## src/rtl/fifo_byte_serializer_if.sv

```systemverilog
// fifo_byte_serializer_if
// Bundles the FIFO read-port signals and the narrow valid/ready output stream
// of fifo_byte_serializer. Signal names are given from the serializer's point
// of view: i_* flow into the serializer, o_* flow out of it.
//   master : the serializer itself
//   slave  : the surroundings (FIFO read port plus downstream consumer)
interface fifo_byte_serializer_if #(
    parameter int len_data = 32,
    parameter int len_out  = 8
);
    logic [len_data-1:0] i_fifo_data;
    logic                i_fifo_empty;
    logic                o_fifo_read;
    logic [len_out-1:0]  o_data;
    logic                o_valid;
    logic                i_ready;
    logic                o_busy;

    modport master (
        input  i_fifo_data,
        input  i_fifo_empty,
        input  i_ready,
        output o_fifo_read,
        output o_data,
        output o_valid,
        output o_busy
    );

    modport slave (
        output i_fifo_data,
        output i_fifo_empty,
        output i_ready,
        input  o_fifo_read,
        input  o_data,
        input  o_valid,
        input  o_busy
    );
endinterface

```

## src/rtl/fifo_byte_serializer.sv

```systemverilog
// fifo_byte_serializer
// Pops len_data-bit words from a first-word-fall-through FIFO and emits each as
// len_data/len_out beats, LSB slice first, on a valid/ready stream. With the
// consumer holding ready high, consecutive words stream without bubbles: the
// next word is popped on the same edge that accepts the last beat.
//
// Optional feature macro: SER_DBG_COUNT_EN
//   defined   -> 16-bit dbg_beats port counting accepted beats (wraps, cleared by rst)
//   undefined -> port and counter absent
module fifo_byte_serializer #(
    parameter int len_data = 32,
    parameter int len_out  = 8
) (
    input  logic                    clk,
    input  logic                    rst,
    fifo_byte_serializer_if.master  bus
`ifdef SER_DBG_COUNT_EN
    ,
    output logic [15:0]             dbg_beats
`endif
);
    localparam int n_beats = len_data / len_out;
    localparam int idx_w   = (n_beats > 1) ? $clog2(n_beats) : 1;
    localparam logic [idx_w-1:0] IDX_LAST = idx_w'(n_beats - 1);

    typedef enum logic {
        S_IDLE,
        S_SEND
    } state_t;

    state_t               r_state;
    logic [len_data-1:0]  r_shreg;
    logic [idx_w-1:0]     r_idx;
    logic [len_out-1:0]   r_data;
    logic                 r_valid;
    logic                 r_busy;

    logic [len_out-1:0]   w_beats [n_beats];
    logic [len_out-1:0]   w_next_beat;
    logic [idx_w-1:0]     w_idx_inc;
    logic                 w_hs;
    logic                 w_last;
    logic                 w_load;

    // Slice the held word into beat-sized pieces so the next beat is a plain mux.
    generate
        for (genvar gi = 0; gi < n_beats; gi++) begin : g_beats
            assign w_beats[gi] = r_shreg[gi*len_out +: len_out];
        end
    endgenerate

    assign w_idx_inc = r_idx + idx_w'(1);

    // With a single beat per word there is never a "next beat" inside a word.
    generate
        if (n_beats > 1) begin : g_multi
            assign w_next_beat = w_beats[w_idx_inc];
        end else begin : g_single
            assign w_next_beat = '0;
        end
    endgenerate

    assign w_hs   = r_valid && bus.i_ready;
    assign w_last = (r_idx == IDX_LAST);
    // Pop when idle, or when the final beat leaves so the next word follows gap-free.
    assign w_load = !bus.i_fifo_empty &&
                    ((r_state == S_IDLE) || ((r_state == S_SEND) && w_hs && w_last));

    assign bus.o_fifo_read = w_load && !rst;
    assign bus.o_data      = r_data;
    assign bus.o_valid     = r_valid;
    assign bus.o_busy      = r_busy;

    // Serializer FSM: loads a word, steps the beat index on each handshake,
    // reloads or returns to idle after the last beat. Outputs are registered.
    always_ff @(posedge clk) begin
        if (rst) begin
            r_state <= S_IDLE;
            r_shreg <= '0;
            r_idx   <= '0;
            r_data  <= '0;
            r_valid <= 1'b0;
            r_busy  <= 1'b0;
        end else begin
            case (r_state)
                S_IDLE: begin
                    if (w_load) begin
                        r_state <= S_SEND;
                        r_shreg <= bus.i_fifo_data;
                        r_idx   <= '0;
                        r_data  <= bus.i_fifo_data[len_out-1:0];
                        r_valid <= 1'b1;
                        r_busy  <= 1'b1;
                    end
                end
                S_SEND: begin
                    if (w_hs) begin
                        if (w_last) begin
                            if (w_load) begin
                                r_shreg <= bus.i_fifo_data;
                                r_idx   <= '0;
                                r_data  <= bus.i_fifo_data[len_out-1:0];
                            end else begin
                                r_state <= S_IDLE;
                                r_idx   <= '0;
                                r_data  <= '0;
                                r_valid <= 1'b0;
                                r_busy  <= 1'b0;
                            end
                        end else begin
                            r_idx  <= w_idx_inc;
                            r_data <= w_next_beat;
                        end
                    end
                end
                default: begin
                    r_state <= S_IDLE;
                    r_idx   <= '0;
                    r_data  <= '0;
                    r_valid <= 1'b0;
                    r_busy  <= 1'b0;
                end
            endcase
        end
    end

`ifdef SER_DBG_COUNT_EN
    logic [15:0] r_dbg_beats;

    // Count every accepted beat; natural 16-bit wrap.
    always_ff @(posedge clk) begin
        if (rst) begin
            r_dbg_beats <= '0;
        end else if (w_hs) begin
            r_dbg_beats <= r_dbg_beats + 16'd1;
        end
    end

    assign dbg_beats = r_dbg_beats;
`endif

endmodule

```

## src/flat_wrapper.sv

```systemverilog
// flat-port wrapper written by rule: the top's interface ports become plain ports
module fifo_byte_serializer_flat 
#(
    parameter int len_data = 32,
    parameter int len_out  = 8
)
  (clk, rst, bus_i_fifo_data, bus_i_fifo_empty, bus_i_ready, bus_o_fifo_read, bus_o_data, bus_o_valid, bus_o_busy);
  fifo_byte_serializer_if #(.len_data(len_data), .len_out(len_out)) bus_i ();
  input  logic clk;
  input  logic rst;
  input wire logic [$bits(bus_i.i_fifo_data)-1:0] bus_i_fifo_data;
  input wire logic [$bits(bus_i.i_fifo_empty)-1:0] bus_i_fifo_empty;
  input wire logic [$bits(bus_i.i_ready)-1:0] bus_i_ready;
  output wire logic [$bits(bus_i.o_fifo_read)-1:0] bus_o_fifo_read;
  output wire logic [$bits(bus_i.o_data)-1:0] bus_o_data;
  output wire logic [$bits(bus_i.o_valid)-1:0] bus_o_valid;
  output wire logic [$bits(bus_i.o_busy)-1:0] bus_o_busy;
  assign bus_i.i_fifo_data = bus_i_fifo_data;
  assign bus_i.i_fifo_empty = bus_i_fifo_empty;
  assign bus_i.i_ready = bus_i_ready;
  assign bus_o_fifo_read = bus_i.o_fifo_read;
  assign bus_o_data = bus_i.o_data;
  assign bus_o_valid = bus_i.o_valid;
  assign bus_o_busy = bus_i.o_busy;
  fifo_byte_serializer #(.len_data(len_data), .len_out(len_out)) u_core (.clk(clk), .rst(rst), .bus(bus_i));
endmodule
```

## config.mk

```make
export PLATFORM = sky130hd
export DESIGN_NAME = fifo_byte_serializer_flat
export DESIGN_NICKNAME = d
export VERILOG_FILES = /design/src/rtl/fifo_byte_serializer_if.sv /design/src/rtl/fifo_byte_serializer.sv /design/src/flat_wrapper.sv
export SDC_FILE = /design/constraint.sdc
export NUM_CORES = 1
export LEC_CHECK = 0
export CORE_AREA = 5 5 73 75
export CTS_BUF_LIST = sky130_fd_sc_hd__clkbuf_4 sky130_fd_sc_hd__clkbuf_8
export CTS_CLUSTER_DIAMETER = 150
export DETAILED_ROUTE_END_ITERATION = 8
export DIE_AREA = 0 0 78 80
export PLACE_DENSITY = 0.76
export SETUP_SLACK_MARGIN = 0.02
export SYNTH_ARGS = -nofsm -noshare
export SYNTH_HDL_FRONTEND = slang
export SYNTH_SLANG_ARGS = --single-unit
```

## constraint.sdc

```tcl
create_clock -name clk -period 1.7 [get_ports clk]
set_clock_uncertainty 0.05 [all_clocks]
set_input_delay 0.34 -clock clk [delete_from_list [all_inputs] [get_ports clk]]
set_output_delay 0.34 -clock clk [all_outputs]
set_load 0.005 [all_outputs]
```

== After elaboration in Yosys (flattened, before gate mapping) ==
Cells that the tools add are included.
Operators by class
  muxes and demuxes: 25
  add/subtract/negate cells: 1
  magnitude comparators: 1
  eq/ne operators: 5
  reduce and logical (&&, ||, !) cells: 11
  bitwise operators: 2
Operators by type and width (number)
  $mux W32: 3
  $pmux W32 S2: 1
  $mux W8: 6
  $bmux W8 S2: 1
  $pmux W8 S2: 1
  $mux W1: 7
  $mux W2: 3
  $ne A2 B2 Y1 const B: 3
  $logic_and A1 B1 Y1: 5
  $pmux W1 S2: 2
  $pmux W2 S2: 1
  $reduce_and A2 Y1: 2
  $reduce_and A4 Y1: 1
  $ge A3 B3 Y1 const B: 1
  $not A2 Y3: 1
  $add A2 B1 Y2 const B: 1
  $eq A2 B2 Y1 const B: 1
  $logic_not A1 Y1: 2
  $ne A2 B1 Y1 const B: 1
  $logic_or A1 B1 Y1: 1
  $not A1 Y1: 1
Storage, ports and cells
  register bits after elaboration: 44
  logic and storage cells: 50

== Longest topological paths before layout ==
Gate-level depths: netlist of run 1.
  depth after elaboration: 9
  mapped depth: 7

== Worst setup path before layout of run 1 ==
No wires, ideal clock.
  path kind: register to output
  start point: reg u_core.r_idx[0]
  end point: out bus_o_fifo_read
  data arrival time: 1.363 ns
  path buffers: 2
  path slack: -0.053 ns
  cell stages (with the launch flop): 7
  cells stage by stage: dfxtp_1 ha_1 buf_6 nand3_4 a21oi_4 buf_8 nor2b_1
On the way
  cells in the longest elaborated chain, start to end: 5
Ends and longest elaborated chain
  start, declared: RTL line fifo_byte_serializer.sv:33  | logic [idx_w-1:0] r_idx;
  start signal, assigned: RTL line fifo_byte_serializer.sv:111  | r_idx <= w_idx_inc;
  $eq A2 B2 Y1: RTL line fifo_byte_serializer.sv:64  | assign w_last = (r_idx == IDX_LAST);
  $logic_and A1 B1 Y1: RTL line fifo_byte_serializer.sv:67  | ((r_state == S_IDLE) || ((r_state == S_SEND) && w_hs && w_last));
  $logic_or A1 B1 Y1: RTL line fifo_byte_serializer.sv:67
  $logic_and A1 B1 Y1: RTL line fifo_byte_serializer.sv:66  | assign w_load = !bus.i_fifo_empty &&
  $logic_and A1 B1 Y1: RTL line fifo_byte_serializer.sv:69  | assign bus.o_fifo_read = w_load && !rst;
  end, declared: RTL line flat_wrapper.sv:14  | output wire logic [$bits(bus_i.o_fifo_read)-1:0] bus_o_fifo_read;
Every way passes these cells.

== Worst setup path after layout of run 1 ==
Same ends and word-level chain as after synthesis.

==> results of run 1 <==
-- kinds of logic after synthesis --
kind of cell / Yosys count / share of synthesized area
muxes: 48 / 0.247
adders and majority gates: 1 / 0.00598
DFF: 44 / 0.421
AOI/OAI and AO/OA: 33 / 0.121
and+or+nand+nor: 59 / 0.130
buffers and inverters: 16 / 0.0754
-- layer usage --
metal  GRT usage  part of all wire  wire length, um  up-vias
met5           0                 0                0        -
met3      0.0519             0.067              313        5
li1            -                 -                -      827
met2       0.221              0.46             2130       47
met1       0.207              0.47             2190      741
met4      0.0591            0.0083               39        0
-- cells in the mapped netlist, drive strengths merged --
cell | count | area (um^2)
nor2 | 40 | 150
or2 | 2 | 12.5
a2111oi | 2 | 20.0
nand4 | 1 | 6.26
o21ai | 4 | 20.0
a21oi | 5 | 36.3
nor2b | 1 | 6.26
ha | 1 | 12.5
nand2b | 2 | 12.5
nand2 | 2 | 15.0
nand3 | 9 | 57.6
buf | 11 | 119
and3 | 1 | 6.26
o22ai | 6 | 37.5
mux2i | 32 | 320
dfxtp | 44 | 881
a21bo | 1 | 10.0
a211oi | 6 | 45.0
nor3 | 1 | 5.00
clkbuf | 4 | 35.0
a221o | 6 | 60.1
o221ai | 2 | 17.5
clkinv | 1 | 3.75
a31oi | 1 | 6.26
mux2 | 16 | 195
-- cell type report --
type                       count  share of cell area
timing repair buffer          60               0.210
multi-input combinational    141               0.398
inverter                       1             0.00137
tap                           54              0.0247
sequential                    44               0.324
clock buffer                   5              0.0252
clock inverter                 3              0.0169
-- registers in the layout (all words and copies together) (netlist names) --
| register | flops |
|---|---|
| u_core.bus.o_data | 8 |
| u_core.bus.o_valid | 1 |
| u_core.r_idx | 2 |
| u_core.r_shreg | 32 |
| u_core.r_state | 1 |
-- worst min-delay path by stage --
stage          cells after the start                    to  slack, ps
3_5_place_dp                       2    u_core.r_shreg[17]        430
5_1_grt                            2       u_core.r_idx[1]        470
6_report                           2    u_core.r_shreg[24]        450
4_1_cts                            2       u_core.r_idx[1]        450
3_3_place_gp                       2     u_core.r_shreg[5]        420
2_1_floorplan                      1  u_core.bus.o_data[3]        370
-- power by group through the flow --
| stage | logic [mW] | clock network, mW | registers [mW] |
|---|---|---|---|
| 2_1_floorplan | 0.223 | 0 | 1.14 |
| 3_3_place_gp | 0.379 | 0 | 1.15 |
| 3_5_place_dp | 0.384 | 0 | 1.15 |
| 4_1_cts | 0.393 | 0.831 | 1.13 |
| 5_1_grt | 0.422 | 0.877 | 1.14 |
| 6_report | 0.390 | 0.806 | 1.13 |
-- critical path: stages, from the launching register on --
cell     delay (ps)
dfxtp_2         360
ha_4            150
nand3_4          80
a21oi_4         140
nor2b_4         170
buf_6           100
-- what timing repair did --
action | 4_1_cts | 5_1_grt
gates cloned | 0 | 0
pin swaps | 1 | 0
hold buffers | 0 | 0
buffers inserted | 1 | 0
resized for setup | 11 | 6
setup endpoints to repair | 43 | 11
-- through the flow --
stage,util,power (mW),std cells,hold slack (ps)
2_1_floorplan,-,1.37,201,375
3_3_place_gp,0.562,1.53,299,418
3_5_place_dp,0.562,1.54,299,430
4_1_cts,0.592,2.35,308,450
5_1_grt,0.594,2.43,308,475
6_report,0.594,2.32,308,446
==> results.md, run 1 <==
- Port bufs: 46
- Placement Cell Area: 2580 um^2
- FMAX: 594 MHz
- Vias in the first global route: 1,546
- R2R setup slack: 20 ps
- Placer Congestion: 0.829
- Clock latency on the worst-skew pair: 300 ps
- Pwr Density: 850 nW/um^2
- H-tree depth: 2
- Final Net Count: between 200 and 300
- CP max FO: 2
- Reg area: 885 um^2
- Worst Tran Pin Value: 415 ps
- CTS root buf: clkbuf_8
- WL final: 4680 um
- Vias: 1,620
- Final min period: 1680 ps
- Post-synthesis sequential area ratio: 0.421
- Sequential power share: 0.485
- Setup TNS: 0 ps
- Setup CP Type: flop to primary output
- Crit end category: primary output
- Part of the power in combinational logic: 0.168
- Worst-path clk slew: roughly 90 ps
- DRT Pass-1 Iters: 4
- Worst VDD drop: about 0.49 mV
- TritonCTS clock tree: done
- I/O pin cnt: between 40 and 50
- Critical Path Source: u_core.r_idx[0]
- # DRC: 0
- Die area: 6240 um^2
- Max-slew violations: 0
- Synth cell types: 36
- Synthesized flop and latch total: 44
- Wire per inst: 15.2 um
- Site Rows: 25
- Commonest non-fill, non-tap cell in the layout: clkdlybuf4s50_1
- Worst Reg-to-Reg Cells: 5
- Worst hold path type: flop to flop
- Syn Nets: 238
- Final WS setup: around 16 ps
- Switching Share: 0.240
- Area of the mapped netlist: ~2100 um^2
- Footprint of the multi-input gates: 1090 um^2
- Final setup fails: 0
- Buffer depth of the longest clock path: 2
- Max Cap Viol: 0
- Global-route wire length before repair: 7470 um
- Dpl hpwl: 3340 um
- RR Startpoint: u_core.r_idx[0]
- Dpl ws: -472 ps
- Gr ovfl total: 0
- Final instance area: 2730 um^2
- Drt initial violations: 78
- Global Route Usage Sum: 0.153
- Initial antenna violation count: 0
- Antenna Cells: 0
- Startpoint types: flop
- Vias per cell: around 5.3
- RSZ-0062 raised after global routing: true
- Initial Utilization: 0.455
- Switching pwr: about 0.56 mW
- Critical path data arrival time: 1290 ps
- Critical path capture point: bus_o_fifo_read
- Core Region: 4600 um^2
- Final Hold Fails: 0
- CTS Sinks: 44
- HP Start: u_core.r_shreg[24]
- Outcome: complete, no violations
- Die Span X: 78 um
- Slew headroom: 0.722
- Commonest cells after routing, fill and taps aside: clkdlybuf4s50_1, dfxtp_1, nor2_1
- Power share of the clock group: 0.347
- Cell Int Power: 1.76 mW
- Ys Warns: 0
- Critical path required time: 1310 ps
- Filler cells: 414
- Crit share post-route: 0.991
- Area delta synth->final: 30.7%
- Syn avg cell area: between 10 and 15 um^2
- Final ANT Viol Nets: 0
- Largest net degree at the start of global routing: 33
- Reg-to-Reg End: u_core.bus.o_data[6]
- Fraction of layout cells with a size suffix above 1: 0.205
- Gate count of the mapped netlist: 201
- Die H: 80 um
- TritonCTS buffer count: 5
- Leak: 1.10 nW
No activity file was read; power rests on OpenSTA's default activity.
==> inputs of run 2 (changes only) <==
--- a/config.mk
+++ b/config.mk
@@ -10,6 +10,7 @@
 export CTS_CLUSTER_DIAMETER = 150
 export DETAILED_ROUTE_END_ITERATION = 8
 export DIE_AREA = 0 0 78 80
+export HOLD_SLACK_MARGIN = 0.1
 export PLACE_DENSITY = 0.76
 export SETUP_SLACK_MARGIN = 0.02
 export SYNTH_ARGS = -nofsm -noshare
==> results of run 2 <==
Same layout as run 1: the final DEF is identical, and so are final timing and power.
==> inputs of run 3 (changes only) <==
--- a/config.mk
+++ b/config.mk
@@ -13,6 +13,7 @@
 export HOLD_SLACK_MARGIN = 0.1
 export PLACE_DENSITY = 0.76
 export SETUP_SLACK_MARGIN = 0.02
+export SKIP_CTS_REPAIR_TIMING = 1
 export SYNTH_ARGS = -nofsm -noshare
 export SYNTH_HDL_FRONTEND = slang
 export SYNTH_SLANG_ARGS = --single-unit
==> results.md, run 3 (synthesis gave the netlist of run 1 again) <==
- I/O pin cnt: 47 (unchanged)
- HP Start: bus_i_ready
- DRT Pass-1 Iters: 4 (unchanged)
- Critical Path Source: u_core.r_idx[1]
- Worst hold path type: input port to flop
- Final setup fails: 0 (unchanged)
- Cell Int Power: 1.77 mW (+0.10%)
- Slowest Stage Delay on Critical Path: 360 ps (about the same)
- Crit end category: primary output
- Gr ovfl total: 0 (unchanged)
- Final Net Count: 290 (unchanged)
- RSZ-0062 raised after global routing: true
- Max-slew violations: 0 (unchanged)
- Filler cells: 411 (-0.72%)
- Crit share post-route: 0.998 (+0.00772)
- Worst VDD drop: 0.491 mV (about the same)
- Largest net degree at the start of global routing: 33 (unchanged)
- Pwr Density: 849 nW/um^2 (-0.19%)
- Final Hold Fails: 0 (unchanged)
- Critical path data arrival time: 1310 ps (+20 ps)
- Power share of the clock group: 0.346 (about the same)
- Buffer depth of the longest clock path: 2 (unchanged)
- Critical path required time: 1310 ps (about the same)
- H-tree depth: 2 (unchanged)
- Commonest cells after routing, fill and taps aside: clkdlybuf4s50_1, dfxtp_1, nor2_1
- Port bufs: 46 (unchanged)
- TritonCTS clock tree: done
- Dpl hpwl: 3340 um (unchanged)
- Vias in the first global route: 1,534 (-0.78%)
- Max reg flops: 32 (unchanged)
- Startpoint types: flop
- Clock latency on the worst-skew pair: 300 ps (about the same)
- Worst Tran Pin Value: 420 ps (+4.95 ps)
- Switching pwr: 0.560 mW (+0.22%)
- Global-route wire length before repair: 7420 um (-0.64%)
- Wire per inst: 15.3 um (+0.98%)
- FMAX: 589 MHz (-0.77%)
- Die area: 6240 um^2 (unchanged)
- WL final: 4720 um (+0.98%)
- Max Cap Viol: 0 (unchanged)
- Antenna Cells: 0 (unchanged)
- Global Route Usage Sum: 0.152 (-0.000945)
- RR Startpoint: u_core.r_idx[1]
- Placer Congestion: 0.829 (unchanged)
- Total power: 2.33 mW (+0.13%)
- Outcome: complete, no violations
- Part of the power in combinational logic: 0.169 (about the same)
- Worst-path clk slew: 80 ps (about the same)
- Crit-path slowest cell: dfxtp_2
- Initial Utilization: 0.455 (unchanged)
- Setup CP Type: flop to primary output
- Die H: 80 um (unchanged)
- Top reg by flops: u_core.r_shreg
- Final ANT Viol Nets: 0 (unchanged)
- CTS Sinks: 44 (unchanged)
- CTS root buf: clkbuf_8
- Sequential power share: 0.484 (about the same)
- Fraction of layout cells with a size suffix above 1: 0.209 (+0.00394)
- Crit-path cells: ha_4 > nand3_4 > a21oi_4 > nor2b_4 > buf_6
- Drt initial violations: 86 (+10%)
- Hold_ws: 411 ps (-34.6 ps)
- Vias: 1,612 (-0.49%)
- TritonCTS buffer count: 5 (unchanged)
- # DRC: 0 (unchanged)
- Leak: 1.09 nW (-0.62%)
- Area delta synth->final: 31.1%
- Final min period: 1700 ps (+13.1 ps)
- Slew headroom: 0.719 (-0.00331)
- Initial antenna violation count: 0 (unchanged)
- Vias per cell: 5.23 (-0.49%)
- Site Rows: 25 (unchanged)
- Core Region: 4600 um^2 (unchanged)
- Switching Share: 0.241 (about the same)
- CP max FO: 2 (unchanged)
- Commonest non-fill, non-tap cell in the layout: clkdlybuf4s50_1
- Die Span X: 78 um (unchanged)
-- run 3: metal layers --
metal  global-route usage  share of wire  up-vias
met4               0.0591          0.010        0
li1                     -              -      825
met2                0.219           0.43       51
met5                    0              0        -
met1                0.207           0.49      729
met3               0.0519          0.064        7
-- run 3: power by group through the flow --
stage | combinational, mW | clock, mW | sequential [mW]
3_3_place_gp | 0.379 | 0 | 1.15
5_1_grt | 0.425 | 0.877 | 1.13
6_report | 0.394 | 0.806 | 1.13
2_1_floorplan | 0.223 | 0 | 1.14
3_5_place_dp | 0.384 | 0 | 1.15
4_1_cts | 0.388 | 0.831 | 1.13
-- run 3: cell type report --
| cell class | instances | area (um^2) | share of cell area |
|---|---|---|---|
| multi-input combinational | 141 | 1090 | 0.397 |
| sequential | 44 | 885 | 0.323 |
| timing repair buffer | 60 | 579 | 0.211 |
| clock buffer | 5 | 68.8 | 0.0251 |
| tap | 54 | 67.6 | 0.0246 |
| clock inverter | 3 | 46.3 | 0.0169 |
| inverter | 1 | 7.51 | 0.00274 |
-- run 3: stage by stage --
stage,utilization,worst slack [ps],TNS [ps],cells,cell area (um^2)
2_1_floorplan,-,44.0,0,201,2110
3_3_place_gp,0.562,-480,-13940,299,2580
5_1_grt,0.596,-62.0,-62.0,308,2740
3_5_place_dp,0.562,-472,-14530,299,2580
4_1_cts,0.587,-480,-2300,307,2700
6_report,0.596,2.68,0,308,2740
-- run 3: path summary, 6_finish.rpt --
check                                             to  slack, ps  depth (start not counted)
worst max-delay path                 bus_o_fifo_read          3                          5
worst min-delay path                  u_core.r_state        410                          4
worst max register to register  u_core.bus.o_data[6]         90                          6
worst min register to register    u_core.r_shreg[24]        440                          2
-- run 3: worst max-delay path: cells and delay by family, from the launching register on --
kind,cells,cell delay (ps)
flops,1,360
simple gates,2,250
fa+ha+maj,1,160
compound gates,1,140
buf+inv,1,100
==> RTL change: new RTL, settings of run 2 <==
`len_out` is set to 8 in 3 places; all go to 4.
--- a/src/rtl/fifo_byte_serializer_if.sv
+++ b/src/rtl/fifo_byte_serializer_if.sv
@@ -8,3 +8,3 @@
     parameter int len_data = 32,
-    parameter int len_out  = 8
+    parameter int len_out  = 4
 );
--- a/src/rtl/fifo_byte_serializer.sv
+++ b/src/rtl/fifo_byte_serializer.sv
@@ -11,3 +11,3 @@
     parameter int len_data = 32,
-    parameter int len_out  = 8
+    parameter int len_out  = 4
 ) (
--- a/src/flat_wrapper.sv
+++ b/src/flat_wrapper.sv
@@ -4,3 +4,3 @@
     parameter int len_data = 32,
-    parameter int len_out  = 8
+    parameter int len_out  = 4
 )
Interface: changed (resized bus_o_data); port bits go from 47 to 43. No check against the original RTL was run, so the function may have changed too.
==> RTL change against run 2 <==
The flow now finishes with violations (negative setup slack); worst setup slack worse by 0.081 ns; final area down 0.60%; routed wire length increased by 10%; via count rose by 5.4%; maximum frequency is 4.6% lower; first-iteration DRC count rose by 56%; critical path depth is 1 higher; area after synthesis down 14%; utilization decreased by 0.35 points; power shrank 9.7%; final cell count up 4.9%; sequential cell count is 3 lower; critical endpoint unchanged; largest power group unchanged; highest routed layer unchanged.
==> RTL change: results (changes against run 2) <==
The average wire length per cell after detail routing was 16.0 microns (was 15.2 microns). Total number of vias: 1707 (was 1620). The number of gates resized after CTS was 13 (was 11); the share of cell area taken by multi-input logic gates was 36.0% (was 39.8%). The logs give 306 (was 299) for the placed cell count and 1.38 ns (was 1.29 ns) for the arrival time of data at the critical path endpoint. Capture point of the worst reg-to-reg path: u_core.bus.o_data[3] (was u_core.bus.o_data[6]). The run gives 0.00233 sq mm (was 0.00258 sq mm) as the total placed instance area. The tools report the relative slew slack as 65.1% (was 72.2%).

The tools report the source of the worst hold timing path as u_core.r_shreg[13] (was u_core.r_shreg[24]). For the combinational gate power, the log shows 0.398 mW (was 0.390 mW). The flow ran to the end, but the final reports show violations. The tightest hold margin is 0.406 ns (was 0.446 ns).

The wire length of the first global-routing pass was 7250 microns (was 7470 microns). The logs give 2 (was 0) for the final setup violation count and 7 (was 5) for the number of clock buffer instances in the layout. The worst ir drop on vdd is 0.402 mV (was 0.491 mV), and the buffers inserted during post-CTS setup optimization is 0 (was 1). The clock buffer and inverter area fraction after layout came out at 3.32% (was 4.21%).

The met3 global-route usage was 4.29% (was 5.19%). The final reports fail on negative setup slack. The smallest setup slack after layout came out at -0.0653 ns (was 0.0158 ns). The standby leakage power is 0.972 nW (was 1.10 nW), and the cell count of the worst reg-to-reg path is 6 (was 5).

The total of buffers placed on input and output ports works out to 42 (was 46). For the via count of the first global-routing pass, the log shows 1525 (was 1546). The run gives 248 (was 238) as the net count after synthesis. Slowest stage cell on the critical path: sky130_fd_sc_hd__dfxtp_4 (was sky130_fd_sc_hd__dfxtp_2). The design internal power was 1.58 mW (was 1.76 mW). The slack of the worst reg-to-reg path was -0.06 ns (was 0.02 ns).

Number of DRC violations after detailed-routing iteration 0: 122 (was 78). The non-clock buffer total of the final layout was 69 (was 60). Most used standard cells in the synthesized netlist: 66 x sky130_fd_sc_hd__nand2_1, 41 x sky130_fd_sc_hd__dfxtp_1, 35 x sky130_fd_sc_hd__a21oi_1, 14 x sky130_fd_sc_hd__mux2i_1, 10 x sky130_fd_sc_hd__clkbuf_1 (was 44 x sky130_fd_sc_hd__dfxtp_1, 40 x sky130_fd_sc_hd__nor2_1, 32 x sky130_fd_sc_hd__mux2i_1, 12 x sky130_fd_sc_hd__mux2_2, 8 x sky130_fd_sc_hd__nand3_1).
## RTL change: changes by cell type in the layout (fill, tap and decap cells not counted), sizes merged, moves of 7 or more
cell | run 2 | this run
mux2 | 16 | 0
nand2 | 2 | 66
nand3 | 9 | 2
nor2 | 40 | 6
buf | 15 | 24
a21oi | 5 | 36
mux2i | 32 | 14
## RTL change: per-stage QoR
stage	util [%]	setup WS, ns	power, mW
floorplan	-	0.0324	1.21
detailed placement	50.7	-0.363	1.36
global route	59.1	-0.117	2.18
global placement	50.7	-0.371	1.36
CTS	54.1	-0.0742	2.02
finish	59.1	-0.0653	2.10
## RTL change: kinds of logic after synthesis
family / after synthesis / share of synthesized area [%]
AOI/OAI and AO/OA: 50 / 16.1
adders and majority gates: 2 / 1.40
DFF: 41 / 45.8
buffers and inverters: 18 / 5.66
and+or+nand+nor: 82 / 19.4
muxes: 17 / 11.6
